## src/rtl/incr_sb_pkg.sv

```systemverilog
// Shared types and expected-value helpers for the increment result scoreboard.
package incr_sb_pkg;

   typedef enum logic [1:0] {
      SB_IDLE,
      SB_ACTIVE,
      SB_FAILED
   } sb_state_e;

   typedef struct packed {
      logic [7:0]  narrow;
      logic [63:0] quad;
   } sb_entry_t;

   // Widen before adding so 8'hFF yields 32'h100 rather than wrapping.
   function automatic logic [31:0] exp_long(input logic [7:0] narrow);
      return {24'b0, narrow} + 32'd1;
   endfunction

   function automatic logic [63:0] exp_quad(input logic [63:0] quad);
      return quad + 64'd1;
   endfunction

endpackage

```

## src/rtl/incr_sb_fifo.sv

```systemverilog
// In-order queue of expected-value entries; pointers wrap modulo DEPTH.
module incr_sb_fifo
   import incr_sb_pkg::*;
#(
   parameter int DEPTH = 4
) (
   input  logic                         clk,
   input  logic                         reset,
   input  logic                         push,
   input  logic                         pop,
   input  sb_entry_t                    wdata,
   output sb_entry_t                    rdata,
   output logic                         full,
   output logic                         empty,
   output logic [$clog2(DEPTH+1)-1:0]   count
);

   localparam int PW = $clog2(DEPTH);
   localparam int CW = $clog2(DEPTH+1);

   sb_entry_t         mem_q [DEPTH];
   logic [PW-1:0]     wr_ptr_q, wr_ptr_d;
   logic [PW-1:0]     rd_ptr_q, rd_ptr_d;
   logic [CW-1:0]     count_q, count_d;
   logic              do_push, do_pop;

   always_comb begin
      do_push  = push && !full;
      do_pop   = pop && !empty;
      wr_ptr_d = wr_ptr_q;
      rd_ptr_d = rd_ptr_q;
      count_d  = count_q;
      if (do_push) wr_ptr_d = wr_ptr_q + PW'(1);
      if (do_pop)  rd_ptr_d = rd_ptr_q + PW'(1);
      case ({do_push, do_pop})
         2'b10:   count_d = count_q + CW'(1);
         2'b01:   count_d = count_q - CW'(1);
         default: count_d = count_q;
      endcase
   end

   always_ff @(posedge clk) begin
      if (reset) begin
         wr_ptr_q <= '0;
         rd_ptr_q <= '0;
         count_q  <= '0;
      end else begin
         wr_ptr_q <= wr_ptr_d;
         rd_ptr_q <= rd_ptr_d;
         count_q  <= count_d;
      end
   end

   // Entry contents need no reset; only the pointers define validity.
   always_ff @(posedge clk) begin
      if (do_push) mem_q[wr_ptr_q] <= wdata;
   end

   assign rdata = mem_q[rd_ptr_q];
   assign full  = (count_q == CW'(DEPTH));
   assign empty = (count_q == '0);
   assign count = count_q;

endmodule

```

## src/rtl/incr_result_scoreboard.sv

```systemverilog
// Checks increment sub-block results against queued stimulus; keeps pass/fail
// statistics, a sticky failure state and the index of the first failure.
module incr_result_scoreboard
   import incr_sb_pkg::*;
#(
   parameter int DEPTH = 4,
   parameter int CNT_W = 16
) (
   input  logic                         clk,
   input  logic                         reset,
   input  logic                         stim_valid,
   output logic                         stim_ready,
   input  logic [7:0]                   stim_narrow,
   input  logic [63:0]                  stim_quad,
   input  logic                         res_valid,
   input  logic [31:0]                  res_longout,
   input  logic [63:0]                  res_quadout,
   output logic [$clog2(DEPTH+1)-1:0]   occupancy,
   output logic [CNT_W-1:0]             pass_count,
   output logic [CNT_W-1:0]             fail_count,
   output logic                         orphan,
   output logic                         fail_seen,
   output logic [CNT_W-1:0]             first_fail_index,
   output logic                         idle
);

   localparam int OW = $clog2(DEPTH+1);

   sb_state_e         state_q, state_d;
   sb_entry_t         head;
   logic              push, pop, full, empty;
   logic              res_orphan, res_match, res_fail;
   logic [OW-1:0]     occ_next;
   logic [CNT_W-1:0]  pass_q, pass_d, fail_q, fail_d;
   logic [CNT_W-1:0]  idx_q, idx_d, ffi_q, ffi_d;
   logic              orphan_q, orphan_d, fail_seen_q, fail_seen_d;

   function automatic logic [CNT_W-1:0] sat_inc(input logic [CNT_W-1:0] v);
      return (&v) ? v : v + CNT_W'(1);
   endfunction

   // Ready depends only on registered occupancy, so a same-cycle pop never frees a slot.
   assign stim_ready = (occupancy != OW'(DEPTH));
   assign push       = stim_valid && stim_ready;
   assign pop        = res_valid && !empty;

   incr_sb_fifo #(.DEPTH(DEPTH)) u_fifo (
      .clk   (clk),
      .reset (reset),
      .push  (push),
      .pop   (pop),
      .wdata ({stim_narrow, stim_quad}),
      .rdata (head),
      .full  (full),
      .empty (empty),
      .count (occupancy)
   );

   always_comb begin
      res_orphan  = res_valid && empty;
      res_match   = (exp_long(head.narrow) == res_longout) &&
                    (exp_quad(head.quad) == res_quadout);
      res_fail    = res_orphan || (pop && !res_match);

      pass_d      = pass_q;
      fail_d      = fail_q;
      idx_d       = idx_q;
      ffi_d       = ffi_q;
      orphan_d    = orphan_q || res_orphan;
      fail_seen_d = fail_seen_q || res_fail;
      if (pop && res_match) pass_d = sat_inc(pass_q);
      if (res_fail)         fail_d = sat_inc(fail_q);
      if (res_valid)        idx_d  = sat_inc(idx_q);
      if (res_fail && !fail_seen_q) ffi_d = idx_q;

      occ_next = occupancy;
      case ({push, pop})
         2'b10:   occ_next = occupancy + OW'(1);
         2'b01:   occ_next = occupancy - OW'(1);
         default: occ_next = occupancy;
      endcase

      state_d = state_q;
      case (state_q)
         SB_IDLE:   if (push) state_d = SB_ACTIVE;
         SB_ACTIVE: if (occ_next == '0) state_d = SB_IDLE;
         default:   state_d = state_q;
      endcase
      if (res_fail) state_d = SB_FAILED;
   end

   always_ff @(posedge clk) begin
      if (reset) begin
         state_q     <= SB_IDLE;
         pass_q      <= '0;
         fail_q      <= '0;
         idx_q       <= '0;
         ffi_q       <= '0;
         orphan_q    <= 1'b0;
         fail_seen_q <= 1'b0;
      end else begin
         state_q     <= state_d;
         pass_q      <= pass_d;
         fail_q      <= fail_d;
         idx_q       <= idx_d;
         ffi_q       <= ffi_d;
         orphan_q    <= orphan_d;
         fail_seen_q <= fail_seen_d;
      end
   end

   assign pass_count       = pass_q;
   assign fail_count       = fail_q;
   assign orphan           = orphan_q;
   assign fail_seen        = fail_seen_q;
   assign first_fail_index = ffi_q;
   assign idle             = (occupancy == '0) && (state_q != SB_FAILED);

endmodule

```

## config.mk

```make
export PLATFORM = sky130hd
export DESIGN_NAME = incr_result_scoreboard
export DESIGN_NICKNAME = d
export VERILOG_FILES = /design/src/rtl/incr_sb_pkg.sv /design/src/rtl/incr_sb_fifo.sv /design/src/rtl/incr_result_scoreboard.sv
export SDC_FILE = /design/constraint.sdc
export NUM_CORES = 1
export LEC_CHECK = 0
export ABC_AREA = 1
export BUFFER_PORTS_ARGS = -buffer_cell sky130_fd_sc_hd__buf_2
export CORE_MARGIN = 1.5
export CORE_UTILIZATION = 25
export DETAILED_ROUTE_END_ITERATION = 16
export GPL_TIMING_DRIVEN = 1
export PLACE_DENSITY = 0.46
export SYNTH_ARGS = -nofsm -noshare
export SYNTH_HDL_FRONTEND = slang
export SYNTH_SLANG_ARGS = --single-unit
```

## constraint.sdc

```tcl
create_clock -name clk -period 4.9 [get_ports clk]
set_clock_uncertainty 0.15 [all_clocks]
set_input_delay 0.49 -clock clk [delete_from_list [all_inputs] [get_ports clk]]
set_output_delay 0.49 -clock clk [all_outputs]
set_load 0.03 [all_outputs]
```

==> flow_summary.yaml, run 1 <==
route:
  viasPerCell: 4.503
  wl_mm: 67.78
  drc: 0
  num_vias: 16960
  drtAntennaViolNets: 0
  drt-wirelength-per-cell_um: 18.00
  drt_iter0_markers: 1289
  drt_pass1_iterations: 7
synthesis:
  avgSynthCellArea_um2: 8.091
  async_reset_ff_share_pct: 0
  synth_area_um2: 19400
  synth_cell_types: 45
  syn_nets: 2585
  synthCells: 2398
  yosysSeqAreaShare_pct: 52.52
  ys_ff_latch: 365
  synthFlopType: "edfxtp_1"
  ys_warn_count: 0
  synth-edff-count: 288
placement:
  hpwl_mm: 50.37
  io_buffers: 226
  place.gp.congestion: 0.9635
  dpl_cell_area_um2: 21740
critical_path:
  startpoint_type: "flip-flop"
  path_common_cell: "nand2_1"
  arrival_ns: 4.77
  reg2reg_slack_ns: 0.43
  critical_path_required_ns: 5.20
  reg2reg_to: "pass_count[7]"
  critical_path.max_stage_delay_ns: 0.37
  path_delay_family: "simple AND/OR/NAND/NOR gates"
  ff2ff_path_depth: 27
  path_class: "reg2reg"
  crit_slowest_cell: "dfxtp_4"
  worstSetupPathDepth: 27
  end_kind: "flip-flop"
  crit_buf_inv: 4
  path_max_fanout: 28
clock_tree:
  cts.sinks: 365
  cts_buffers: 43
  cts_tree: "done"
  cts_root_buffer: "clkbuf_16"
  clk_path_buf_depth: 3
  htreeDepth: 2
  clk_latency_ns: 0.58
  clk_pin_slew_ns: 0.06
floorplanning:
  die_h_um: 281.6
  core_area_um2: 76330
  start_util_pct: 25.42
  pin_count: 227
  die_area_um2: 79280
  rows: 101
  fp.dieW_um: 281.6
pwr:
  power_leakage_nw: 9.627
  power-per-cell-area_nw_per_um2: 443.0
  irDropWorstVdd_v: 0.0002180
sta:
  finalCritPeriodShare_pct: 91.29
  setup_viol: 0
  hold_viol_final: 0
  whs_ns: 0.01989
  slew_headroom_pct: 44.61
  worst_pin_slew_ns: 0.8299
  rsz0062_at_grt: "false"
  timing.final.max_slew_violations: 0
  fmax_mhz: 223.5
  min_period_ns: 4.473
global_routing:
  grt-ovfl-total: 0
  antenna_found_initial: 8
  grt_pass1_vias: 16650
  grt_pass1_wl_mm: 100.7
  grt.total_usage_pct: 16.96
  grt_max_degree: 83
run_status:
  status: "finished, final reports clean"
cells_and_area:
  area_growth_pct: 22.98
  drive_gt1_share_pct: 13.62
  design_area_um2: 23860
  final_nets: 2885
worst_hold_path:
  min_path_cells: 1
  hold_end: "u_fifo.mem_q[0][2]"
  hp-start: "stim_quad[2]"
  hp-class: "in2reg"
flow_run:
  maxCapViolations: 0
-- registers in the layout, summed over array words and instances, names as in the netlist, named ones only --
register          count
u_fifo.mem_q        288
fail_count           16
first_fail_index     16
idx_q                16
pass_count           16
u_fifo.count          3
state_q               2
u_fifo.rd_ptr_q       2
u_fifo.wr_ptr_q       2
fail_seen             1
orphan                1
-- cells in the final DEF, fill, tap and decap left out, types with 4 or more instances in the layout --
master,instances
nand4_1,52
buf_4,24
nor2_1,256
ha_1,15
clkbuf_16,44
inv_1,171
xnor2_1,18
nand3_1,237
nor2_4,12
clkbuf_1,4
nand3_4,4
o21ai_0,31
nand2_1,941
o21bai_1,8
dfxtp_1,75
o21ai_1,4
nor2_2,21
buf_12,11
nor3_1,19
clkinv_1,14
nand3b_1,10
a21oi_1,69
clkinv_2,10
dlygate4sd3_1,69
edfxtp_1,288
nor4_1,7
xor2_1,53
buf_2,226
-- worst max path at each step --
| stage | start | to | slack (ns) |
|---|---|---|---|
| final | flip-flop | pass_count[7] | 0.43 |
| after global routing | flip-flop | pass_count[3] | 0.02 |
| after CTS | flip-flop | pass_count[6] | 0.02 |
| after detailed placement | flip-flop | first_fail_index[13] | -0.06 |
| after global placement | flip-flop | first_fail_index[2] | -0.04 |
| after floorplan | u_fifo.count[0] | u_fifo.mem_q[0][0] | -0.24 |
-- area by class of cell --
type | instances | area (um2)
fill | 8160 | 52470
tap | 1030 | 1289
inverter | 176 | 671.9
clock buffer | 49 | 1130
timing repair buffer | 330 | 2222
sequential | 365 | 10200
antenna | 3 | 7.507
multi-input combinational | 1782 | 8129
clock inverter | 30 | 212.7
-- cell families (layout without fill, tap and decap cells) --
kind of cell               Yosys count  after routing  share of synthesized area [%]
adders and majority gates           15             15                         0.9674
xor gates and xnor gates            71             71                          3.205
AOI/OAI and AO/OA                  124            124                          3.457
DFF                                365            365                          52.52
and+or+nand+nor                   1571           1572                          33.92
buffers and inverters              252            585                          5.927
other                                0              3                              0
-- metal layers --
metal  vias up  track usage (%)  wire length [um]
met5         -                0                28
met3        92            2.353              3572
met1      7976            23.10             31500
met2       420            27.73             30930
met4         6            5.390              1751
li1       8461                -                 -
-- repair_timing --
action | in CTS | in global routing
setup endpoints to repair | 22 | 51
gates resized for setup | 2 | 7
hold buffers | 69 | 0
buffers inserted | 0 | 4
pin swaps | 0 | 2
hold endpoints to repair | 276 | 0
cloned | 0 | 1
-- synthesized netlist by cell type, drive strengths merged (8+ instances only) --
cell / instances / area (um2)
edfxtp: 288 / 8648
clkbuf: 17 / 63.81
nand2: 944 / 3551
ha: 15 / 187.7
nor3: 20 / 105.1
o21bai: 8 / 60.06
nor2: 289 / 1185
nand4: 52 / 325.3
buf: 59 / 422.9
a21oi: 69 / 345.3
inv: 175 / 659.4
nand3: 241 / 1241
dfxtp: 77 / 1541
xor2: 53 / 464.2
o21ai: 35 / 175.2
nand3b: 10 / 75.07
xnor2: 18 / 157.7
-- metrics by stage --
| stage | instances | utilization [%] | TNS [ns] | power (mW) | setup WS (ns) |
|---|---|---|---|---|---|
| 5_1_grt | 3765 | 31.26 | 0 | 11.26 | 0.01894 |
| 6_report | 3765 | 31.26 | 0 | 10.57 | 0.4266 |
| 4_1_cts | 3757 | 31.16 | 0 | 10.68 | 0.02097 |
| 2_1_floorplan | 2398 | - | -68.55 | 6.245 | -0.2380 |
| 3_3_place_gp | 3609 | 28.49 | -0.4640 | 7.503 | -0.03582 |
| 3_5_place_dp | 3609 | 28.49 | -0.4408 | 7.514 | -0.06461 |
-- power by group --
| group | leakage (nW) | total (mW) | switching [mW] | internal, mW |
|---|---|---|---|---|
| Combinational | 5.70 | 3.76 | 2.71 | 1.05 |
| Clock | 0.662 | 3.08 | 1.31 | 1.76 |
| Sequential | 3.26 | 3.73 | 0.0836 | 3.65 |
| Total | 9.63 | 10.6 | 4.11 | 6.46 |
No activity file was read; power rests on OpenSTA's default activity.
==> run 2, diff against run 1 <==
--- a/config.mk
+++ b/config.mk
@@ -7,6 +7,8 @@
 export LEC_CHECK = 0
 export ABC_AREA = 1
 export BUFFER_PORTS_ARGS = -buffer_cell sky130_fd_sc_hd__buf_2
+export CAP_MARGIN = 20
+export CORE_ASPECT_RATIO = 1.1
 export CORE_MARGIN = 1.5
 export CORE_UTILIZATION = 25
 export DETAILED_ROUTE_END_ITERATION = 16
==> run 2 against run 1 <==
Compared with the run above: combinational power barely moved; flip-flop and latch count did not move; global-route usage fell by 0.21 points; first-iteration DRC count fell by 12%; sequential share of layout area rose by 0.14 points; sequential power barely moved; clock power barely moved; worst hold slack improved by 0.00080 ns; register-to-register slack got worse by 0.06 ns; utilization fell by 0.13 points; non-clock buffer count fell by 3; die area barely moved; critical path type unchanged.
==> flow_summary.yaml, run 2 (synthesis results as in run 1) <==
pwr:
  cell_internal_pwr_mw: 6.555
  switchingPower_mw: 4.029
  irDropWorstVdd_v: 0.0002134
  power-per-cell-area_nw_per_um2: 445.0
  clkPwrFrac_pct: 29.1
  power.total_mw: 10.58
  power_leakage_nw: 9.611
  p_sw_share_pct: 38.07
  seq_power_share_pct: 35.3
  p_comb_share_pct: 35.5
critical_path:
  crit_slowest_cell: "dfxtp_4"
  path_class: "reg2reg"
  critical_path_required_ns: 5.15
  crit_chain: "buf_4, buf_12, nand2_1, nand3_1, nand2_1, nor2_1, nand2_1, nor2_2, nand2_1, nor2_1, nand4_1, xor2_1, inv_1, nand2_1, nand3_1, nor2_2, nand3_4, buf_4, nand4_1, a21oi_1"
  path_common_cell: "nand2_1"
  startpoint_type: "flip-flop"
  critical_path.max_stage_delay_ns: 0.43
  crit_buf_inv: 4
  path_delay_family: "simple AND/OR/NAND/NOR gates"
  end_kind: "flip-flop"
  path_max_fanout: 66
  arrival_ns: 4.79
placement:
  placed_cells: 3607
  place.gp.congestion: 0.9528
  io_buffers: 226
  hpwl_mm: 50.26
sta:
  finalCritPeriodShare_pct: 92.55
  setup_viol: 0
  worst_pin_slew_ns: 0.8648
  whs_ns: 0.02068
  fmax_mhz: 220.5
  min_period_ns: 4.535
  slew_headroom_pct: 42.29
  hold_viol_final: 0
  timing.final.max_slew_violations: 0
global_routing:
  grt_util_met2_pct: 28.32
  met1_usage_pct: 22.62
  grt-ovfl-total: 0
  grt.met3_usage_pct: 2.207
  grt_pass1_wl_mm: 100.2
  antenna_found_initial: 5
  grt_max_degree: 73
  grt.total_usage_pct: 16.76
  busiest_layer: "met2"
  grt_pass1_vias: 16350
floorplanning:
  die_h_um: 295.2
  fp.dieW_um: 268.6
  die_area_um2: 79290
  core_area_um2: 76390
  rows: 106
  start_util_pct: 25.40
  pin_count: 227
clock_tree:
  cts_root_buffer: "clkbuf_16"
  cts_tree: "done"
  cts_buffers: 41
  cts.sinks: 365
  clk_pin_slew_ns: 0.06
  clk_latency_ns: 0.58
  htreeDepth: 2
  clk_path_buf_depth: 3
flow_run:
  maxCapViolations: 0
run_status:
  status: "finished, final reports clean"
route:
  wl_mm: 67.52
  drt_iter0_markers: 1130
  viasPerCell: 4.549
  drt_pass1_iterations: 5
  drtAntennaViolNets: 0
  drc: 0
  num_vias: 17070
  drt-wirelength-per-cell_um: 18.00
cells_and_area:
  largest_register: "u_fifo.mem_q"
  finalNonFillerCells: 3751
  largest_reg_flops: 288
  area_growth_pct: 22.58
  final_nets: 2879
  final_common_cell: "nand2_1"
  drive_gt1_share_pct: 13.85
  mostFrequentLayoutCells: "nand2_1 (941), edfxtp_1 (288), nor2_1 (254), nand3_1 (237), buf_2 (226)"
worst_hold_path:
  hp-class: "in2reg"
## run 2: changes by cell type in the layout (fill, tap and decap cells not counted), sizes merged
cell / change
nand3: -1
inv: -1
dlygate4sd3: -6
clkbuf: +9
clkinvlp: +1
bufinv: +1
buf: +2
clkinv: -15
## run 2: final timing paths
check / startpoint / endpoint / slack [ns] / cells past startpoint
setup / recovery: flip-flop / fail_count[10] / 0.37 / 20
hold / removal: stim_quad[19] / u_fifo.mem_q[1][19] / 0.02 / 1
setup reg to reg: flip-flop / fail_count[10] / 0.37 / 20
hold reg to reg: first_fail_index[14] / first_fail_index[14] / 0.31 / 2
## run 2: routing by layer
layer  vias to the layer above  wire [um]
li1                       8437          -
met1                      8161      30670
met2                       392      32660
met3                        71       3006
met4                         4       1161
met5                         -         17
## run 2: power groups by stage
stage,registers (mW),clock network [mW],logic (mW)
2_1_floorplan,3.82,0,2.42
3_3_place_gp,3.80,0,3.66
3_5_place_dp,3.81,0,3.66
4_1_cts,3.74,3.18,3.72
5_1_grt,3.76,3.29,4.19
6_report,3.74,3.08,3.76
## run 2: repair_timing
item | in CTS | in global routing
cloned | 0 | 1
hold buffers | 62 | 1
setup buffers | 0 | 4
endpoints found under the setup margin | 47 | 48
hold endpoints to repair | 244 | 4
gates resized for setup | 4 | 7
pin swaps | 0 | 3
## run 2: final cells by class
class / instances / area [um2]
inverter: 176 / 671.9
antenna: 3 / 7.507
sequential: 365 / 10200
timing repair buffer: 327 / 2160
multi-input combinational: 1781 / 8132
clock inverter: 16 / 160.2
tap: 1026 / 1284
fill: 8167 / 52610
clock buffer: 57 / 1171
## run 2: metrics by stage
stage / util, % / area, um2 / setup TNS [ns] / worst slack, ns
5_1_grt: 31.13 / 23780 / -0.0004259 / -0.0004259
4_1_cts: 30.99 / 23670 / 0 / 0.03080
3_3_place_gp: 28.41 / 21700 / -1.446 / -0.07583
2_1_floorplan: - / 19400 / -68.55 / -0.2380
3_5_place_dp: 28.41 / 21700 / -4.072 / -0.1718
6_report: 31.13 / 23780 / 0 / 0.3651
==> run 3, diff against run 2 <==
--- a/config.mk
+++ b/config.mk
@@ -9,11 +9,11 @@
 export BUFFER_PORTS_ARGS = -buffer_cell sky130_fd_sc_hd__buf_2
 export CAP_MARGIN = 20
 export CORE_ASPECT_RATIO = 1.1
-export CORE_MARGIN = 1.5
-export CORE_UTILIZATION = 25
+export CORE_UTILIZATION = 46
+export CTS_CLUSTER_DIAMETER = 120
 export DETAILED_ROUTE_END_ITERATION = 16
 export GPL_TIMING_DRIVEN = 1
-export PLACE_DENSITY = 0.46
+export PLACE_DENSITY = 0.72
 export SYNTH_ARGS = -nofsm -noshare
 export SYNTH_HDL_FRONTEND = slang
 export SYNTH_SLANG_ARGS = --single-unit
==> run 3 against run 2 <==
Compared with the run above: clock power shrank 7.8%; via count grew 1.1%; routed wire length shrank 14%.
==> flow_summary.yaml, run 3 (synthesis results as in run 1) <==
worst_hold_path:
  hp-class: "in2reg"
  hold_end: "u_fifo.mem_q[1][68]"
  min_path_cells: 1
  hp-start: "stim_narrow[4]"
critical_path:
  critical_path.max_stage_delay_ns: 0.42
  startpoint_type: "flip-flop"
  arrival_ns: 4.89
  critical_path_required_ns: 5.23
  path_max_fanout: 50
  path_class: "reg2reg"
  end_kind: "flip-flop"
  reg2reg_to: "fail_count[8]"
  ff2ff_path_depth: 27
  crit_slowest_cell: "dfxtp_4"
  path_common_cell: "nand2_1"
  reg2reg_slack_ns: 0.34
clock_tree:
  cts.sinks: 365
  clk_pin_slew_ns: 0.06
  cts_buffers: 39
  clk_path_buf_depth: 3
  clk_latency_ns: 0.56
  cts_root_buffer: "clkbuf_16"
  cts_tree: "done"
  htreeDepth: 2
pwr:
  switchingPower_mw: 3.860
  p_comb_share_pct: 35.2
  power_leakage_nw: 9.484
  p_sw_share_pct: 38.03
  irDropWorstVdd_v: 0.0002684
  clkPwrFrac_pct: 27.9
  seq_power_share_pct: 36.9
  cell_internal_pwr_mw: 6.291
  power-per-cell-area_nw_per_um2: 442.4
cells_and_area:
  final_nets: 2865
  mostFrequentLayoutCells: "nand2_1 (941), edfxtp_1 (288), nor2_1 (257), nand3_1 (237), buf_2 (226)"
  multiInputGateArea_um2: 8114
  drive_gt1_share_pct: 13.26
  largest_register: "u_fifo.mem_q"
  area_growth_pct: 18.27
  nFillCells: 3843
  final_common_cell: "nand2_1"
  finalNonFillerCells: 3270
  seq_area_um2: 10200
  largest_reg_flops: 288
placement:
  io_buffers: 226
  hpwl_mm: 42.66
  placed_cells: 3133
  place.gp.congestion: 1.041
sta:
  min_period_ns: 4.561
  finalCritPeriodShare_pct: 93.08
  fmax_mhz: 219.2
  final.setup.tns_ns: 0
  worst_pin_slew_ns: 1.033
  hold_viol_final: 0
  timing.final.max_slew_violations: 0
  setup_viol: 0
  slew_headroom_pct: 31.15
global_routing:
  grt-ovfl-total: 0
  grt_max_degree: 76
  grt_pass1_wl_mm: 87.40
  antenna_found_initial: 3
  grt.total_usage_pct: 26.79
  grt_pass1_vias: 16070
floorplanning:
  start_util_pct: 46.89
  die_h_um: 217.4
  fp.dieW_um: 197.8
  rows: 78
  core_area_um2: 41380
  pin_count: 227
  die_area_um2: 43000
flow_run:
  maxCapViolations: 0
route:
  viasPerCell: 5.275
  drt_pass1_iterations: 7
  wl_mm: 58.22
  num_vias: 17250
  drc: 0
  drt_iter0_markers: 1456
  drtAntennaViolNets: 0
  drt-wirelength-per-cell_um: 17.81
run_status:
  status: "finished, final reports clean"
[run 3: timing repair]
item                                   in CTS  in global routing
buffers inserted                            0                  6
hold buffers                               57                  0
setup endpoints to repair                   0                 39
endpoints found under the hold margin     227                  0
resized for setup                           0                  4
[run 3: how the worst max path moves through the flow]
stage,slack [ns],endpoint,from,cells past startpoint
global placement,0.16,first_fail_index[12],flip-flop,27
CTS,0.04,first_fail_index[0],flip-flop,27
detailed placement,0.07,first_fail_index[0],flip-flop,27
global route,-0.02,fail_count[8],flip-flop,25
floorplan,-0.24,u_fifo.mem_q[0][0],u_fifo.count[0],6
finish,0.34,fail_count[8],flip-flop,27
[run 3: critical path, delay by kind of cell (launching register included)]
family                   cells  cell delay (ns)
AO/OA/AOI/OAI                1             0.14
XOR/XNOR                     1             0.20
adder cells (fa/ha/maj)      1             0.30
buffers and inverters        4             0.62
flip-flops                   1             0.42
AND/OR/NAND/NOR             20             2.60
[run 3: metrics by stage]
step	utilization, %	total power, mW	cell area, um2	setup slack (ns)	hold slack, ns
2_1_floorplan	-	6.245	19400	-0.2380	0.2935
3_3_place_gp	50.89	7.237	21060	0.1604	0.3023
3_5_place_dp	50.89	7.275	21060	0.07270	0.3066
4_1_cts	55.23	10.15	22850	0.04063	0.001921
5_1_grt	55.45	10.71	22950	-0.02291	0.0003396
6_report	55.45	10.15	22950	0.3390	0.01431
[run 3: cell type report]
type                       instances  area share [%]
tap                              560           3.054
clock buffer                      48           4.537
multi-input combinational       1782           35.36
timing repair buffer             314           8.866
inverter                         176           2.912
clock inverter                    22          0.7961
antenna                            3         0.03272
sequential                       365           44.44
[run 3: metal layers]
metal | part of all wire, % | global-route usage (%) | vias up
li1 | - | - | 8414
met1 | 42 | 34.87 | 8066
met2 | 47 | 44.46 | 651
met3 | 7.1 | 4.494 | 117
met4 | 3.7 | 10.52 | 0
met5 | 0 | 0 | -
[run 3: power by group through the flow]
| stage | registers, mW | clock network [mW] | logic [mW] |
|---|---|---|---|
| after floorplan | 3.82 | 0 | 2.42 |
| after detailed placement | 3.81 | 0 | 3.47 |
| after global routing | 3.76 | 3.00 | 3.95 |
| final | 3.74 | 2.84 | 3.57 |
| after CTS | 3.74 | 2.88 | 3.53 |
| after global placement | 3.80 | 0 | 3.44 |
